==> src/rtl/mig_pkg.sv <==
// Shared definitions for the majority-inverter evaluation engine: operand code map,
// per-node configuration word layout and controller states.
package mig_pkg;

  localparam int MIG_N_IN    = 7;
  localparam int MIG_N_NODES = 6;
  localparam int MIG_SEL_W   = $clog2(1 + MIG_N_IN + MIG_N_NODES);

  // Operand codes: constant 0, then the primary inputs, then the node outputs.
  localparam int SEL_CONST0 = 0;
  localparam int SEL_X_BASE = 1;
  localparam int SEL_N_BASE = SEL_X_BASE + MIG_N_IN;

  typedef struct packed {
    logic [2:0]           inv;
    logic [MIG_SEL_W-1:0] sel_c;
    logic [MIG_SEL_W-1:0] sel_b;
    logic [MIG_SEL_W-1:0] sel_a;
  } node_cfg_t;

  typedef enum logic [1:0] {
    ST_IDLE,
    ST_EVAL,
    ST_DONE
  } state_t;

endpackage

==> src/rtl/mig_eval_engine_if.sv <==
// Config-write and vector/result handshake bundle of mig_eval_engine.
// slave = engine side, master = harness side.
interface mig_eval_engine_if
  import mig_pkg::*;
#(
  parameter int N_IN    = MIG_N_IN,
  parameter int N_NODES = MIG_N_NODES
);
  localparam int SEL_W  = $clog2(1 + N_IN + N_NODES);
  localparam int CFG_W  = 3 * SEL_W + 3;
  localparam int ADDR_W = $clog2(N_NODES + 1);

  logic              cfg_we;
  logic              cfg_ready;
  logic [ADDR_W-1:0] cfg_addr;
  logic [CFG_W-1:0]  cfg_data;
  logic              in_valid;
  logic              in_ready;
  logic [N_IN-1:0]   in_x;
  logic              out_valid;
  logic              out_ready;
  logic              out_y;

  modport slave (
    input  cfg_we, cfg_addr, cfg_data, in_valid, in_x, out_ready,
    output cfg_ready, in_ready, out_valid, out_y
  );

  modport master (
    output cfg_we, cfg_addr, cfg_data, in_valid, in_x, out_ready,
    input  cfg_ready, in_ready, out_valid, out_y
  );

endinterface

==> src/rtl/mig_maj3.sv <==
// Three-input majority gate with per-operand complement.
// Inversion is active only when MIG_INV_EN is defined; otherwise inv is ignored.
module mig_maj3 (
  input  logic       a,
  input  logic       b,
  input  logic       c,
  input  logic [2:0] inv,
  output logic       y
);
  logic oa, ob, oc;

`ifdef MIG_INV_EN
  assign oa = a ^ inv[0];
  assign ob = b ^ inv[1];
  assign oc = c ^ inv[2];
`else
  logic unused_inv;
  assign unused_inv = ^inv;
  assign oa = a;
  assign ob = b;
  assign oc = c;
`endif

  assign y = (oa & ob) | (oa & oc) | (ob & oc);

endmodule

==> src/rtl/mig_eval_engine.sv <==
// Runtime-programmable majority-inverter network, evaluated one node per cycle in node order.
// Build option MIG_INV_EN enables complemented edges (inv bits) in every node.
module mig_eval_engine
  import mig_pkg::*;
#(
  parameter int N_IN    = MIG_N_IN,
  parameter int N_NODES = MIG_N_NODES
)(
  input logic             clk,
  input logic             rst_n,
  mig_eval_engine_if.slave bus
);
  localparam int SEL_W     = $clog2(1 + N_IN + N_NODES);
  localparam int CFG_W     = 3 * SEL_W + 3;
  localparam int ADDR_W    = $clog2(N_NODES + 1);
  localparam int K_W       = (N_NODES > 1) ? $clog2(N_NODES) : 1;
  localparam int VW        = 1 << SEL_W;
  localparam int SEL_N_LOC = SEL_N_BASE - MIG_N_IN + N_IN;

  localparam logic [ADDR_W-1:0] OUT_ADDR     = ADDR_W'(N_NODES);
  localparam logic [K_W-1:0]    K_LAST       = K_W'(N_NODES - 1);
  localparam logic [SEL_W-1:0]  OUT_NODE_RST = SEL_W'(N_NODES - 1);

  state_t             state_q, state_d;
  logic [K_W-1:0]     k_q;
  logic [N_IN-1:0]    x_q;
  logic [N_NODES-1:0] node_q;
  logic [CFG_W-1:0]   cfg_q [N_NODES];
  logic [SEL_W-1:0]   out_node_q;

  logic [VW-1:0]      opnd_v;
  logic [VW-1:0]      node_v;
  logic [CFG_W-1:0]   cur_cfg;
  logic [SEL_W-1:0]   sel_a, sel_b, sel_c;
  logic [2:0]         cur_inv;
  logic               maj_y;
  logic               accept;
  logic               cfg_wr;

  // Operand bus padded to every encodable code; unused codes read 0.
  always_comb begin
    opnd_v                        = '0;
    opnd_v[SEL_X_BASE +: N_IN]    = x_q;
    opnd_v[SEL_N_LOC +: N_NODES]  = node_q;
    opnd_v[SEL_CONST0]            = 1'b0;
  end

  assign node_v  = VW'(node_q);
  assign cur_cfg = cfg_q[k_q];
  assign sel_a   = cur_cfg[SEL_W-1:0];
  assign sel_b   = cur_cfg[2*SEL_W-1:SEL_W];
  assign sel_c   = cur_cfg[3*SEL_W-1:2*SEL_W];
  assign cur_inv = cur_cfg[CFG_W-1:3*SEL_W];

  mig_maj3 u_maj (
    .a   (opnd_v[sel_a]),
    .b   (opnd_v[sel_b]),
    .c   (opnd_v[sel_c]),
    .inv (cur_inv),
    .y   (maj_y)
  );

  assign accept = (state_q == ST_IDLE) && bus.in_valid;
  assign cfg_wr = (state_q == ST_IDLE) && bus.cfg_we;

  always_comb begin
    state_d       = state_q;
    bus.in_ready  = 1'b0;
    bus.cfg_ready = 1'b0;
    bus.out_valid = 1'b0;
    bus.out_y     = 1'b0;
    case (state_q)
      ST_IDLE: begin
        bus.in_ready  = 1'b1;
        bus.cfg_ready = 1'b1;
        if (bus.in_valid) state_d = ST_EVAL;
      end
      ST_EVAL: begin
        if (k_q == K_LAST) state_d = ST_DONE;
      end
      ST_DONE: begin
        bus.out_valid = 1'b1;
        bus.out_y     = node_v[out_node_q];
        if (bus.out_ready) state_d = ST_IDLE;
      end
      default: state_d = ST_IDLE;
    endcase
  end

  always_ff @(posedge clk) begin
    if (!rst_n) begin
      state_q    <= ST_IDLE;
      k_q        <= '0;
      x_q        <= '0;
      node_q     <= '0;
      out_node_q <= OUT_NODE_RST;
      for (int i = 0; i < N_NODES; i++) cfg_q[i] <= '0;
    end else begin
      state_q <= state_d;
      // A config write in the accept cycle lands before node 0 is first read.
      if (cfg_wr) begin
        if (bus.cfg_addr == OUT_ADDR)
          out_node_q <= bus.cfg_data[SEL_W-1:0];
        else if (bus.cfg_addr < OUT_ADDR)
          cfg_q[bus.cfg_addr] <= bus.cfg_data;
      end
      if (accept) begin
        x_q    <= bus.in_x;
        node_q <= '0;
        k_q    <= '0;
      end else if (state_q == ST_EVAL) begin
        node_q[k_q] <= maj_y;
        k_q         <= k_q + 1'b1;
      end
    end
  end

endmodule

==> src/flat_wrapper.sv <==
// flat-port wrapper written by rule: the top's interface ports become plain ports
module mig_eval_engine_flat import mig_pkg::*;
#(
  parameter int N_IN    = MIG_N_IN,
  parameter int N_NODES = MIG_N_NODES
)
  (clk, rst_n, bus_cfg_we, bus_cfg_addr, bus_cfg_data, bus_in_valid, bus_in_x, bus_out_ready, bus_cfg_ready, bus_in_ready, bus_out_valid, bus_out_y);
  mig_eval_engine_if #(.N_IN(N_IN), .N_NODES(N_NODES)) bus_i ();
  input logic clk;
  input logic rst_n;
  input wire logic [$bits(bus_i.cfg_we)-1:0] bus_cfg_we;
  input wire logic [$bits(bus_i.cfg_addr)-1:0] bus_cfg_addr;
  input wire logic [$bits(bus_i.cfg_data)-1:0] bus_cfg_data;
  input wire logic [$bits(bus_i.in_valid)-1:0] bus_in_valid;
  input wire logic [$bits(bus_i.in_x)-1:0] bus_in_x;
  input wire logic [$bits(bus_i.out_ready)-1:0] bus_out_ready;
  output wire logic [$bits(bus_i.cfg_ready)-1:0] bus_cfg_ready;
  output wire logic [$bits(bus_i.in_ready)-1:0] bus_in_ready;
  output wire logic [$bits(bus_i.out_valid)-1:0] bus_out_valid;
  output wire logic [$bits(bus_i.out_y)-1:0] bus_out_y;
  assign bus_i.cfg_we = bus_cfg_we;
  assign bus_i.cfg_addr = bus_cfg_addr;
  assign bus_i.cfg_data = bus_cfg_data;
  assign bus_i.in_valid = bus_in_valid;
  assign bus_i.in_x = bus_in_x;
  assign bus_i.out_ready = bus_out_ready;
  assign bus_cfg_ready = bus_i.cfg_ready;
  assign bus_in_ready = bus_i.in_ready;
  assign bus_out_valid = bus_i.out_valid;
  assign bus_out_y = bus_i.out_y;
  mig_eval_engine #(.N_IN(N_IN), .N_NODES(N_NODES)) u_core (.clk(clk), .rst_n(rst_n), .bus(bus_i));
endmodule
==> config.mk <==
export PLATFORM = sky130hd
export DESIGN_NAME = mig_eval_engine_flat
export DESIGN_NICKNAME = d
export VERILOG_FILES = /design/src/rtl/mig_pkg.sv /design/src/rtl/mig_eval_engine_if.sv /design/src/rtl/mig_maj3.sv /design/src/rtl/mig_eval_engine.sv /design/src/flat_wrapper.sv
export SDC_FILE = /design/constraint.sdc
export NUM_CORES = 1
export LEC_CHECK = 0
export BUFFER_PORTS_ARGS = -buffer_cell sky130_fd_sc_hd__buf_2
export CAP_MARGIN = 20
export CORE_ASPECT_RATIO = 0.75
export CORE_UTILIZATION = 30
export CTS_BUF_LIST = sky130_fd_sc_hd__clkbuf_8
export DETAILED_ROUTE_END_ITERATION = 12
export PLACE_DENSITY = 0.44
export SYNTH_ARGS = -nofsm -noshare
export SYNTH_HDL_FRONTEND = slang
export SYNTH_SLANG_ARGS = --single-unit
export TNS_END_PERCENT = 10
==> constraint.sdc <==
create_clock -name clk -period 6.4 [get_ports clk]
set_clock_uncertainty 0.05 [all_clocks]
set_input_delay 0.64 -clock clk [delete_from_list [all_inputs] [get_ports clk]]
set_output_delay 0.64 -clock clk [all_outputs]
set_load 0.005 [all_outputs]
==> results.py, run 1 <==
metrics = {
    "clock_tree": {
        "postCtsSetupBuffers": 0,
        "cts_sinks": 121,
        "post_cts_resized": 0,
        "worstSkewPairLatency_ns": 0.44,
        "root_buffer": "clkbuf_8",
        "max-clock-path-buffers": 2,
        "cts_made_buffers": 17,
        "cts_hold_buffers": 0,
        "cts_tree": "built",
        "h-tree-depth": 4,
        "clk_pin_slew_ns": 0.08,
    },
    "die": {
        "core-area_um2": 18700,
        "io_pins": 34,
        "die_x_um": 163,
        "start_util": 0.311,
        "num_rows": 43,
        "die_y_um": 123,
        "fp.dieArea_um2": 20000,
    },
    "route": {
        "drc": 0,
        "routedWlPerCell_um": 18.1,
        "viasPerCell": 4.75,
        "finalWirelength_mm": 13.8,
        "via_count": 3624,
        "final_antenna_net_count": 0,
        "drtIter0Drc": 245,
        "dr.pass1.iters": 4,
    },
    "setup_path": {
        "critPathKind": "flip-flop to flip-flop",
        "cp_num_cells": 9,
        "worstRegToRegCells": 9,
        "path_common_cell": "mux2_2",
        "cp.buffers_inverters": 1,
        "worst_ep_required_time_ns": 6.70,
        "path_max_fanout": 12,
        "cp-end-kind": "flip-flop",
        "cpPeakStageDelay_ns": 0.91,
        "slowest_stage": "dfxtp_1",
        "arrival_ns": 4.01,
        "cp_top_family": "multiplexers",
        "crit_path_cell_trace": "buf_4, mux4_1, mux2_2, mux2i_1, o211ai_1, o21ai_0, mux2_2, maj3_2, o31ai_2",
        "cp-start-kind": "flip-flop",
    },
    "synth": {
        "synth_seq_cells": 121,
        "ys_seq_area_frac": 0.581,
        "synth_common_cells": "edfxtp_1 (96), nor2_1 (74), nand2_1 (51), mux2i_1 (33), dfxtp_1 (25)",
        "netlist_instances": 452,
        "yosysTopAreaCell": "edfxtp_1",
        "yosys_warnings": 0,
        "ys_types": 44,
        "synth_area_um2": 5820,
        "synthFlopType": "edfxtp_1",
        "synth_edf_count": 96,
        "async_reset_ff_frac": 0,
        "syn_avg_cell_area_um2": 12.9,
        "synth_area_leaders": "edfxtp_1 (49%), dfxtp_1 (8.6%), mux4_2 (6.2%)",
        "synth_top_area_frac": 0.495,
        "synth.most_common_cell": "edfxtp_1",
    },
    "layout": {
        "n_antenna_cell": 0,
        "drive_above_1_share": 0.194,
        "final_core_util": 0.354,
        "area_growth_pct": 13.7,
        "final_cell_area_um2": 6620,
        "num-nets-final": 535,
        "stdcell_count": 763,
    },
    "global_route": {
        "antenna_found_initial": 0,
        "overflow": 0,
        "grt_max_degree": 45,
        "grt_pass1_wl_mm": 21.3,
        "grt_pass1_vias": 3684,
        "grt.total_usage": 0.150,
    },
    "status": {
        "status": "finished clean",
    },
    "timing": {
        "rsz0062_at_grt": "no",
        "hold_slack_ns": 0.397,
        "setup_viol": 0,
        "tightest_slew_ns": 0.960,
        "worst_slack_ns": 2.69,
        "drv_slew": 0,
        "maxClockFrequency_mhz": 270,
        "period_share": 0.579,
        "fin_tns_setup_ns": 0,
        "slew_headroom": 0.360,
        "hold_viol": 0,
        "fin_crit_ns": 3.71,
    },
    "placed_design": {
        "port_buffers": 30,
        "place_congestion": 0.741,
        "hpwl_mm": 9.21,
        "dpl_cell_area_um2": 6270,
        "dp.cells": 731,
        "pre_cts_ws_ns": 2.66,
    },
    "power_and_ir_drop": {
        "p_sw_mw": 0.459,
        "seqPwrFrac": 0.536,
        "switching_share": 0.273,
        "internal-power_mw": 1.22,
        "power.leakage_nw": 2.46,
        "clkPwrFrac": 0.368,
        "ir_drop_mv": 0.121,
        "power.total_mw": 1.68,
        "power.density_nw_per_um2": 254,
        "comb_power_share": 0.096,
    },
    "worst_hold_path": {
        "holdCritPathClass": "input port to flip-flop",
        "whs_path_depth": 3,
    },
    "run": {
        "max_cap_viol_count": 0,
    },
}
## registers in the layout, indices dropped and copies added, names as in the netlist, named ones only
signal and cells:
u_core.x_q 7, u_core.state_q 2, u_core.out_node_q 4, u_core.k_q 3, u_core.node_q 6, u_core.cfg_q 96
## per-layer routing
metal  GRT usage  vias up  part of all wire  routed length (um)
met2       0.228       59              0.46                6390
met3      0.0351        6             0.042                 587
met5           0        -                 0                   0
met4      0.0508        0            0.0069                  95
met1       0.209     1821              0.49                6760
li1            -     1738                 -                   -
## worst paths after layout
check | end | slack [ns] | from
max reg2reg | u_core.node_q[2]$_SDFFE_PP0P_ | 2.69 | flip-flop
min reg2reg | u_core.state_q[0]$_SDFFE_PN0P_ | 0.45 | u_core.state_q[1]$_SDFFE_PN0P_
max | u_core.node_q[2]$_SDFFE_PP0P_ | 2.69 | flip-flop
min | u_core.out_node_q[0]$_SDFFE_PN1P_ | 0.40 | bus_cfg_data[0]
## cell type report
type | count | area (um^2)
clock inverter | 15 | 119
timing repair buffer | 34 | 180
clock buffer | 17 | 234
multi-input combinational | 305 | 2310
tap | 247 | 309
sequential | 121 | 3380
inverter | 24 | 90.1
fill | 1882 | 12100
## logic make-up (layout without fill, tap and decap cells)
family	after synthesis	after routing	share of synthesized area
buffers and inverters	49	90	0.0385
and+or+nand+nor	165	165	0.121
DFF	121	121	0.581
muxes	69	69	0.192
xor gates and xnor gates	2	2	0.00301
AOI/OAI and AO/OA	42	42	0.0576
other	1	24	0.000644
adders and majority gates	3	3	0.00623
## power groups by stage
stage	clock network (mW)	logic, mW	registers (mW)
after floorplan	0	0.122	0.909
after global placement	0	0.161	0.918
after detailed placement	0	0.163	0.920
after CTS	0.638	0.164	0.902
after global routing	0.674	0.177	0.906
final	0.619	0.161	0.902
## worst register-to-register path, delay by kind of cell (launching register included)
| kind | cells | cell delay (ns) |
|---|---|---|
| buffers and inverters | 1 | 0.32 |
| multiplexers | 4 | 1.40 |
| AO/OA/AOI/OAI | 3 | 0.54 |
| adder cells (fa/ha/maj) | 1 | 0.39 |
| flip-flops | 1 | 0.91 |
## placed cells by master (no fill, tap or decap), types with 6 or more instances in the layout
| master | n |
|---|---|
| a21boi_0 | 7 |
| buf_2 | 30 |
| clkbuf_8 | 17 |
| conb_1 | 24 |
| dfxtp_1 | 25 |
| edfxtp_1 | 96 |
| inv_1 | 24 |
| mux2i_1 | 33 |
| mux2i_4 | 6 |
| mux4_1 | 9 |
| mux4_2 | 16 |
| nand2_1 | 51 |
| nand2b_1 | 6 |
| nand3_1 | 16 |
| nor2_1 | 74 |
| nor2b_1 | 6 |
| o32ai_1 | 8 |
No activity file was read; power rests on OpenSTA's default activity.
==> inputs of run 2 (changes only) <==
--- a/config.mk
+++ b/config.mk
@@ -5,13 +5,14 @@
 export SDC_FILE = /design/constraint.sdc
 export NUM_CORES = 1
 export LEC_CHECK = 0
+export ABC_AREA = 1
 export BUFFER_PORTS_ARGS = -buffer_cell sky130_fd_sc_hd__buf_2
 export CAP_MARGIN = 20
 export CORE_ASPECT_RATIO = 0.75
 export CORE_UTILIZATION = 30
 export CTS_BUF_LIST = sky130_fd_sc_hd__clkbuf_8
 export DETAILED_ROUTE_END_ITERATION = 12
-export PLACE_DENSITY = 0.44
+export PLACE_DENSITY = 0.46
 export SYNTH_ARGS = -nofsm -noshare
 export SYNTH_HDL_FRONTEND = slang
 export SYNTH_SLANG_ARGS = --single-unit
==> constraint.sdc (replaced) <==
create_clock -name clk -period 3.05 [get_ports clk]
set_clock_uncertainty 0.05 [all_clocks]
set_input_delay 0.305 -clock clk [delete_from_list [all_inputs] [get_ports clk]]
set_output_delay 0.305 -clock clk [all_outputs]
set_load 0.005 [all_outputs]
==> run 2 against run 1 <==
First-iteration DRC count is 67% higher. Critical endpoint is now u_core.node_q[3]$_SDFFE_PP0P_. Sequential share of layout area decreased by 0.95 points. Synthesized cell count rose by 53%. Combinational power grew to 2.8 times the previous value. Sequential cell count did not move. Global-route usage rose by 1.5 points. Sequential power up 110%. Cell area is 1.9% higher. Via count increased by 29%. Routed wire length up 13%. Largest cell class unchanged. Power increased by 120%. Setup slack worse by 2.1 ns.
==> results.py, run 2 <==
metrics = {
    "status": {
        "status": "finished clean",
    },
    "synth": {
        "synth_top_area_frac": 0.488,
        "yosys_warnings": 0,
        "synth_area_leaders": "edfxtp_1 (49%), nand2_1 (12%), dfxtp_1 (8.5%)",
        "ys_seq_area_frac": 0.572,
        "yosysTopAreaCell": "edfxtp_1",
        "syn_avg_cell_area_um2": 8.56,
        "synth_common_cells": "nand2_1 (190), nor2_1 (121), edfxtp_1 (96), nand3_1 (75), inv_1 (69)",
        "synth_seq_cells": 121,
        "async_reset_ff_frac": 0,
        "synthFlopType": "edfxtp_1",
        "ys_types": 31,
        "synth.most_common_cell": "nand2_1",
        "synth_edf_count": 96,
        "netlist_instances": 691,
        "synth_area_um2": 5910,
    },
    "setup_path": {
        "critPathKind": "flip-flop to flip-flop",
        "cp-start-kind": "flip-flop",
        "ff2ff_setup_slack_ns": 0.64,
        "worstRegToRegCells": 16,
        "path_max_fanout": 47,
        "crit_path_cell_trace": "inv_4, nand2_1, nand3_1, nand3_2, nand2_2, nand2_1, nand3_1, nand2_1, nor2_1, nor2_1, nor2_1, nand2_1, nand2_2, nand3_1, nand2_1, inv_1",
        "path_common_cell": "nand2_1",
        "cpPeakStageDelay_ns": 0.40,
        "worst_ep_required_time_ns": 3.35,
        "rr_endpoint": "u_core.node_q[3]$_SDFFE_PP0P_",
        "arrival_ns": 2.71,
        "cp-end-kind": "flip-flop",
        "slowest_stage": "inv_4",
    },
    "timing": {
        "maxClockFrequency_mhz": 416,
        "drv_slew": 0,
        "period_share": 0.789,
        "setup_viol": 0,
        "tightest_slew_ns": 0.711,
        "slew_headroom": 0.525,
        "fin_crit_ns": 2.41,
        "fin_tns_setup_ns": 0,
        "hold_viol": 0,
        "rsz0062_at_grt": "no",
        "worst_slack_ns": 0.643,
        "hold_slack_ns": 0.0526,
    },
    "global_route": {
        "grt_pass1_wl_mm": 24.1,
        "antenna_found_initial": 0,
        "grt_max_degree": 48,
        "grt_pass1_vias": 4336,
        "grt.total_usage": 0.165,
        "overflow": 0,
    },
    "layout": {
        "final_common_cell": "nand2_1",
        "top_register": "u_core.cfg_q",
        "drive_above_1_share": 0.119,
        "final_cell_area_um2": 6750,
        "area_growth_pct": 14.2,
        "largest_reg_flops": 96,
        "largestRegisters": "u_core.cfg_q: 96 flops, u_core.x_q: 7 flops, u_core.node_q: 6 flops",
        "n_antenna_cell": 0,
        "final_cell_mix": "nand2_1 (190), nor2_1 (121), edfxtp_1 (96), nand3_1 (75), inv_1 (69)",
        "num-nets-final": 781,
    },
    "route": {
        "finalWirelength_mm": 15.6,
        "drtIter0Drc": 408,
        "via_count": 4663,
        "final_antenna_net_count": 0,
        "dr.pass1.iters": 8,
        "viasPerCell": 4.59,
        "drc": 0,
        "routedWlPerCell_um": 15.4,
    },
    "run": {
        "max_cap_viol_count": 0,
    },
    "worst_hold_path": {
        "whs_path_depth": 3,
        "holdCritPathClass": "input port to flip-flop",
        "hold_path_end": "u_core.out_node_q[2]$_SDFFE_PN1P_",
        "hp-start": "bus_cfg_data[2]",
    },
    "clock_tree": {
        "postCtsSetupBuffers": 0,
        "cts_made_buffers": 17,
        "root_buffer": "clkbuf_8",
        "cts_sinks": 121,
        "cts_tree": "built",
        "h-tree-depth": 4,
        "worstSkewPairLatency_ns": 0.44,
        "post_cts_resized": 0,
        "max-clock-path-buffers": 2,
        "clk_pin_slew_ns": 0.08,
        "cts_hold_buffers": 0,
    },
    "die": {
        "io_pins": 34,
        "fp.dieArea_um2": 20300,
        "core-area_um2": 19300,
        "num_rows": 44,
        "die_y_um": 124,
        "die_x_um": 164,
        "start_util": 0.306,
    },
    "power_and_ir_drop": {
        "power.leakage_nw": 2.93,
        "ir_drop_mv": 0.239,
        "seqPwrFrac": 0.517,
        "p_sw_mw": 1.04,
        "power.total_mw": 3.68,
        "internal-power_mw": 2.64,
        "power.density_nw_per_um2": 545,
        "comb_power_share": 0.121,
        "switching_share": 0.283,
        "clkPwrFrac": 0.362,
    },
    "placed_design": {
        "pre_cts_ws_ns": 0.646,
        "place_congestion": 0.854,
        "dpl_cell_area_um2": 6390,
        "hpwl_mm": 10.6,
        "port_buffers": 30,
    },
}
-- run 2: cell type report --
cell class / instances / area, um^2
inverter: 73 / 277
tap: 253 / 317
clock buffer: 17 / 234
fill: 1988 / 12600
clock inverter: 15 / 129
multi-input combinational: 492 / 2150
timing repair buffer: 44 / 255
sequential: 121 / 3380
-- run 2: through the flow --
stage / instances / util
floorplan: 714 / -
finish: 1015 / 0.349
global placement: 983 / 0.331
global route: 1015 / 0.349
detailed placement: 983 / 0.331
CTS: 1015 / 0.349
-- run 2: worst max-delay path, delay by kind of cell, from the launching register on --
kind / cells / cell delay, ns
buf+inv: 2 / 0.43
flops: 1 / 0.34
simple gates: 14 / 1.46
-- run 2: kinds of logic after synthesis --
| group | synth area share |
|---|---|
| and+or+nand+nor | 0.286 |
| DFF | 0.572 |
| buffers and inverters | 0.0779 |
| AOI/OAI and AO/OA | 0.0569 |
| adders and majority gates | 0.00423 |
| muxes | 0.00169 |
| other | 0.000634 |
-- run 2: how the worst max path moves through the flow --
stage | slack [ns] | endpoint
3_3_place_gp | 0.70 | u_core.node_q[0]$_SDFFE_PP0P_
2_1_floorplan | 0.67 | u_core.cfg_q[4][0]$_SDFFCE_PN0P_
5_1_grt | 0.41 | u_core.node_q[5]$_SDFFE_PP0P_
6_report | 0.64 | u_core.node_q[3]$_SDFFE_PP0P_
3_5_place_dp | 0.65 | u_core.cfg_q[1][10]$_SDFFCE_PN0P_
4_1_cts | 0.63 | u_core.cfg_q[1][11]$_SDFFCE_PN0P_
-- run 2: routing by layer --
| metal | vias to the layer above | GRT usage | wire (um) |
|---|---|---|---|
| li1 | 2344 | - | - |
| met1 | 2178 | 0.225 | 7690 |
| met2 | 114 | 0.253 | 6790 |
| met3 | 27 | 0.0393 | 817 |
| met4 | 0 | 0.0648 | 313 |
| met5 | - | 0 | 0 |
-- run 2: power groups by stage --
stage,clock [mW],combinational [mW],sequential [mW]
4_1_cts,1.37,0.447,1.90
6_report,1.33,0.445,1.90
3_3_place_gp,0,0.443,1.94
5_1_grt,1.44,0.504,1.91
2_1_floorplan,0,0.320,1.93
3_5_place_dp,0,0.445,1.94
==> inputs of run 3 (changes only) <==
--- a/config.mk
+++ b/config.mk
@@ -12,7 +12,7 @@
 export CORE_UTILIZATION = 30
 export CTS_BUF_LIST = sky130_fd_sc_hd__clkbuf_8
 export DETAILED_ROUTE_END_ITERATION = 12
-export PLACE_DENSITY = 0.46
+export PLACE_DENSITY = 0.44
 export SYNTH_ARGS = -nofsm -noshare
 export SYNTH_HDL_FRONTEND = slang
 export SYNTH_SLANG_ARGS = --single-unit
==> constraint.sdc (replaced) <==
create_clock -name clk -period 2.34 [get_ports clk]
set_clock_uncertainty 0.05 [all_clocks]
set_input_delay 0.234 -clock clk [delete_from_list [all_inputs] [get_ports clk]]
set_output_delay 0.234 -clock clk [all_outputs]
set_load 0.005 [all_outputs]
==> run 3 against run 2 <==
Register-to-register slack lost 0.43 ns. Non-clock buffer count grew 21. Critical endpoint unchanged. Via count grew 2.0%.
==> results.py, run 3 (synthesized netlist as in run 2, its figures left out) <==
metrics = {
    "status": {
        "status": "finished clean",
    },
    "setup_path": {
        "critPathKind": "flip-flop to flip-flop",
        "path_max_fanout": 12,
        "cp-end-kind": "flip-flop",
        "worst_ep_required_time_ns": 2.62,
        "cp-start-kind": "flip-flop",
        "arrival_ns": 2.40,
    },
    "route": {
        "routedWlPerCell_um": 15.8,
        "viasPerCell": 4.59,
        "drtIter0Drc": 367,
        "dr.pass1.iters": 5,
        "drc": 0,
        "via_count": 4758,
        "finalWirelength_mm": 16.4,
        "final_antenna_net_count": 0,
    },
    "timing": {
        "fin_crit_ns": 2.12,
        "fin_tns_setup_ns": 0,
        "hold_viol": 0,
        "hold_slack_ns": 0.0376,
        "drv_slew": 0,
        "maxClockFrequency_mhz": 471,
        "tightest_slew_ns": 0.540,
        "slew_headroom": 0.640,
        "rsz0062_at_grt": "no",
        "period_share": 0.907,
        "setup_viol": 0,
    },
    "die": {
        "num_rows": 44,
        "fp.dieArea_um2": 20300,
        "die_x_um": 164,
        "io_pins": 34,
        "core-area_um2": 19300,
        "start_util": 0.306,
        "die_y_um": 124,
    },
    "power_and_ir_drop": {
        "power.density_nw_per_um2": 724,
        "ir_drop_mv": 0.321,
        "power.leakage_nw": 3.10,
    },
    "run": {
        "max_cap_viol_count": 0,
    },
    "placed_design": {
        "hpwl_mm": 11.7,
        "place_congestion": 0.831,
        "port_buffers": 30,
    },
    "global_route": {
        "grt_pass1_vias": 4432,
        "grt.total_usage": 0.171,
        "grt_pass1_wl_mm": 24.9,
        "grt_max_degree": 28,
        "overflow": 0,
        "antenna_found_initial": 0,
    },
    "layout": {
        "area_growth_pct": 19.5,
        "largestRegisters": "u_core.cfg_q: 96 flops, u_core.x_q: 7 flops, u_core.node_q: 6 flops",
        "final_common_cell": "nand2_1",
        "top_register": "u_core.cfg_q",
        "final_cell_mix": "nand2_1 (188), nor2_1 (121), edfxtp_1 (96), nand3_1 (75), inv_1 (71)",
        "drive_above_1_share": 0.140,
        "num-nets-final": 802,
        "n_antenna_cell": 0,
        "largest_reg_flops": 96,
    },
    "clock_tree": {
        "root_buffer": "clkbuf_8",
        "cts_tree": "built",
        "worstSkewPairLatency_ns": 0.43,
        "clk_pin_slew_ns": 0.07,
        "h-tree-depth": 4,
        "max-clock-path-buffers": 2,
        "cts_made_buffers": 17,
        "cts_sinks": 121,
    },
    "worst_hold_path": {
        "holdCritPathClass": "input port to flip-flop",
    },
}
==> run 3: per-stage QoR <==
stage	instance area [um^2]	utilization	instances	total power, mW	setup WS [ns]
2_1_floorplan	6000	-	714	2.93	0.168
4_1_cts	6990	0.362	1035	5.15	0.104
6_report	7070	0.366	1036	5.12	0.218
3_3_place_gp	6530	0.338	999	3.14	0.105
3_5_place_dp	6530	0.338	999	3.15	0.104
5_1_grt	7070	0.366	1036	5.34	0.000487
==> run 3: routing by layer <==
metal | vias to the layer above | global-route usage | share of wire
met4 | 0 | 0.0509 | 0.011
met3 | 17 | 0.0356 | 0.059
met1 | 2226 | 0.249 | 0.51
li1 | 2392 | - | -
met5 | - | 0 | 0
met2 | 123 | 0.255 | 0.43
==> run 3: worst paths after layout <==
path,startpoint,to,slack (ns),cells past startpoint
max,flip-flop,u_core.node_q[3]$_SDFFE_PP0P_,0.22,17
min,bus_in_x[3],u_core.x_q[3]$_SDFFE_PN0P_,0.04,3
max reg2reg,flip-flop,u_core.node_q[3]$_SDFFE_PP0P_,0.22,17
min reg2reg,u_core.out_node_q[2]$_SDFFE_PN1P_,u_core.out_node_q[2]$_SDFFE_PN1P_,0.43,2
==> run 3: power breakdown <==
group	leakage [nW]	switching, mW	internal, mW
sequential	1.20	0.0514	2.43
clock	0.211	0.853	1.14
combinational	1.68	0.423	0.215
==> run 3: final cells by class <==
type | instances | area [um^2]
tap | 253 | 317
multi-input combinational | 492 | 2180
fill | 2023 | 12300
timing repair buffer | 65 | 480
inverter | 73 | 282
clock inverter | 15 | 185
clock buffer | 17 | 234
sequential | 121 | 3390
==> run 3: worst max-delay path, stage by stage, from the launching register on <==
cell and delay [ns]:
dfxtp_4 0.39, inv_8 0.12, buf_12 0.15, nand2_1 0.06
nand3_1 0.13, nand3_4 0.15, nand2_4 0.13, nand2_1 0.05
nand3_1 0.07, nand2_1 0.06, nor2_1 0.12, nor2_1 0.07
nor2_1 0.08, nand2_1 0.08, nand2_2 0.13, nand3_1 0.09
nand2_1 0.06, inv_1 0.03
==> run 3: timing repair <==
action / in CTS / in global routing
hold endpoints to repair: 4 / 0
hold buffers: 4 / 0
endpoints found under the setup margin: 0 / 6
buffers inserted: 0 / 0
gates resized for setup: 0 / 14
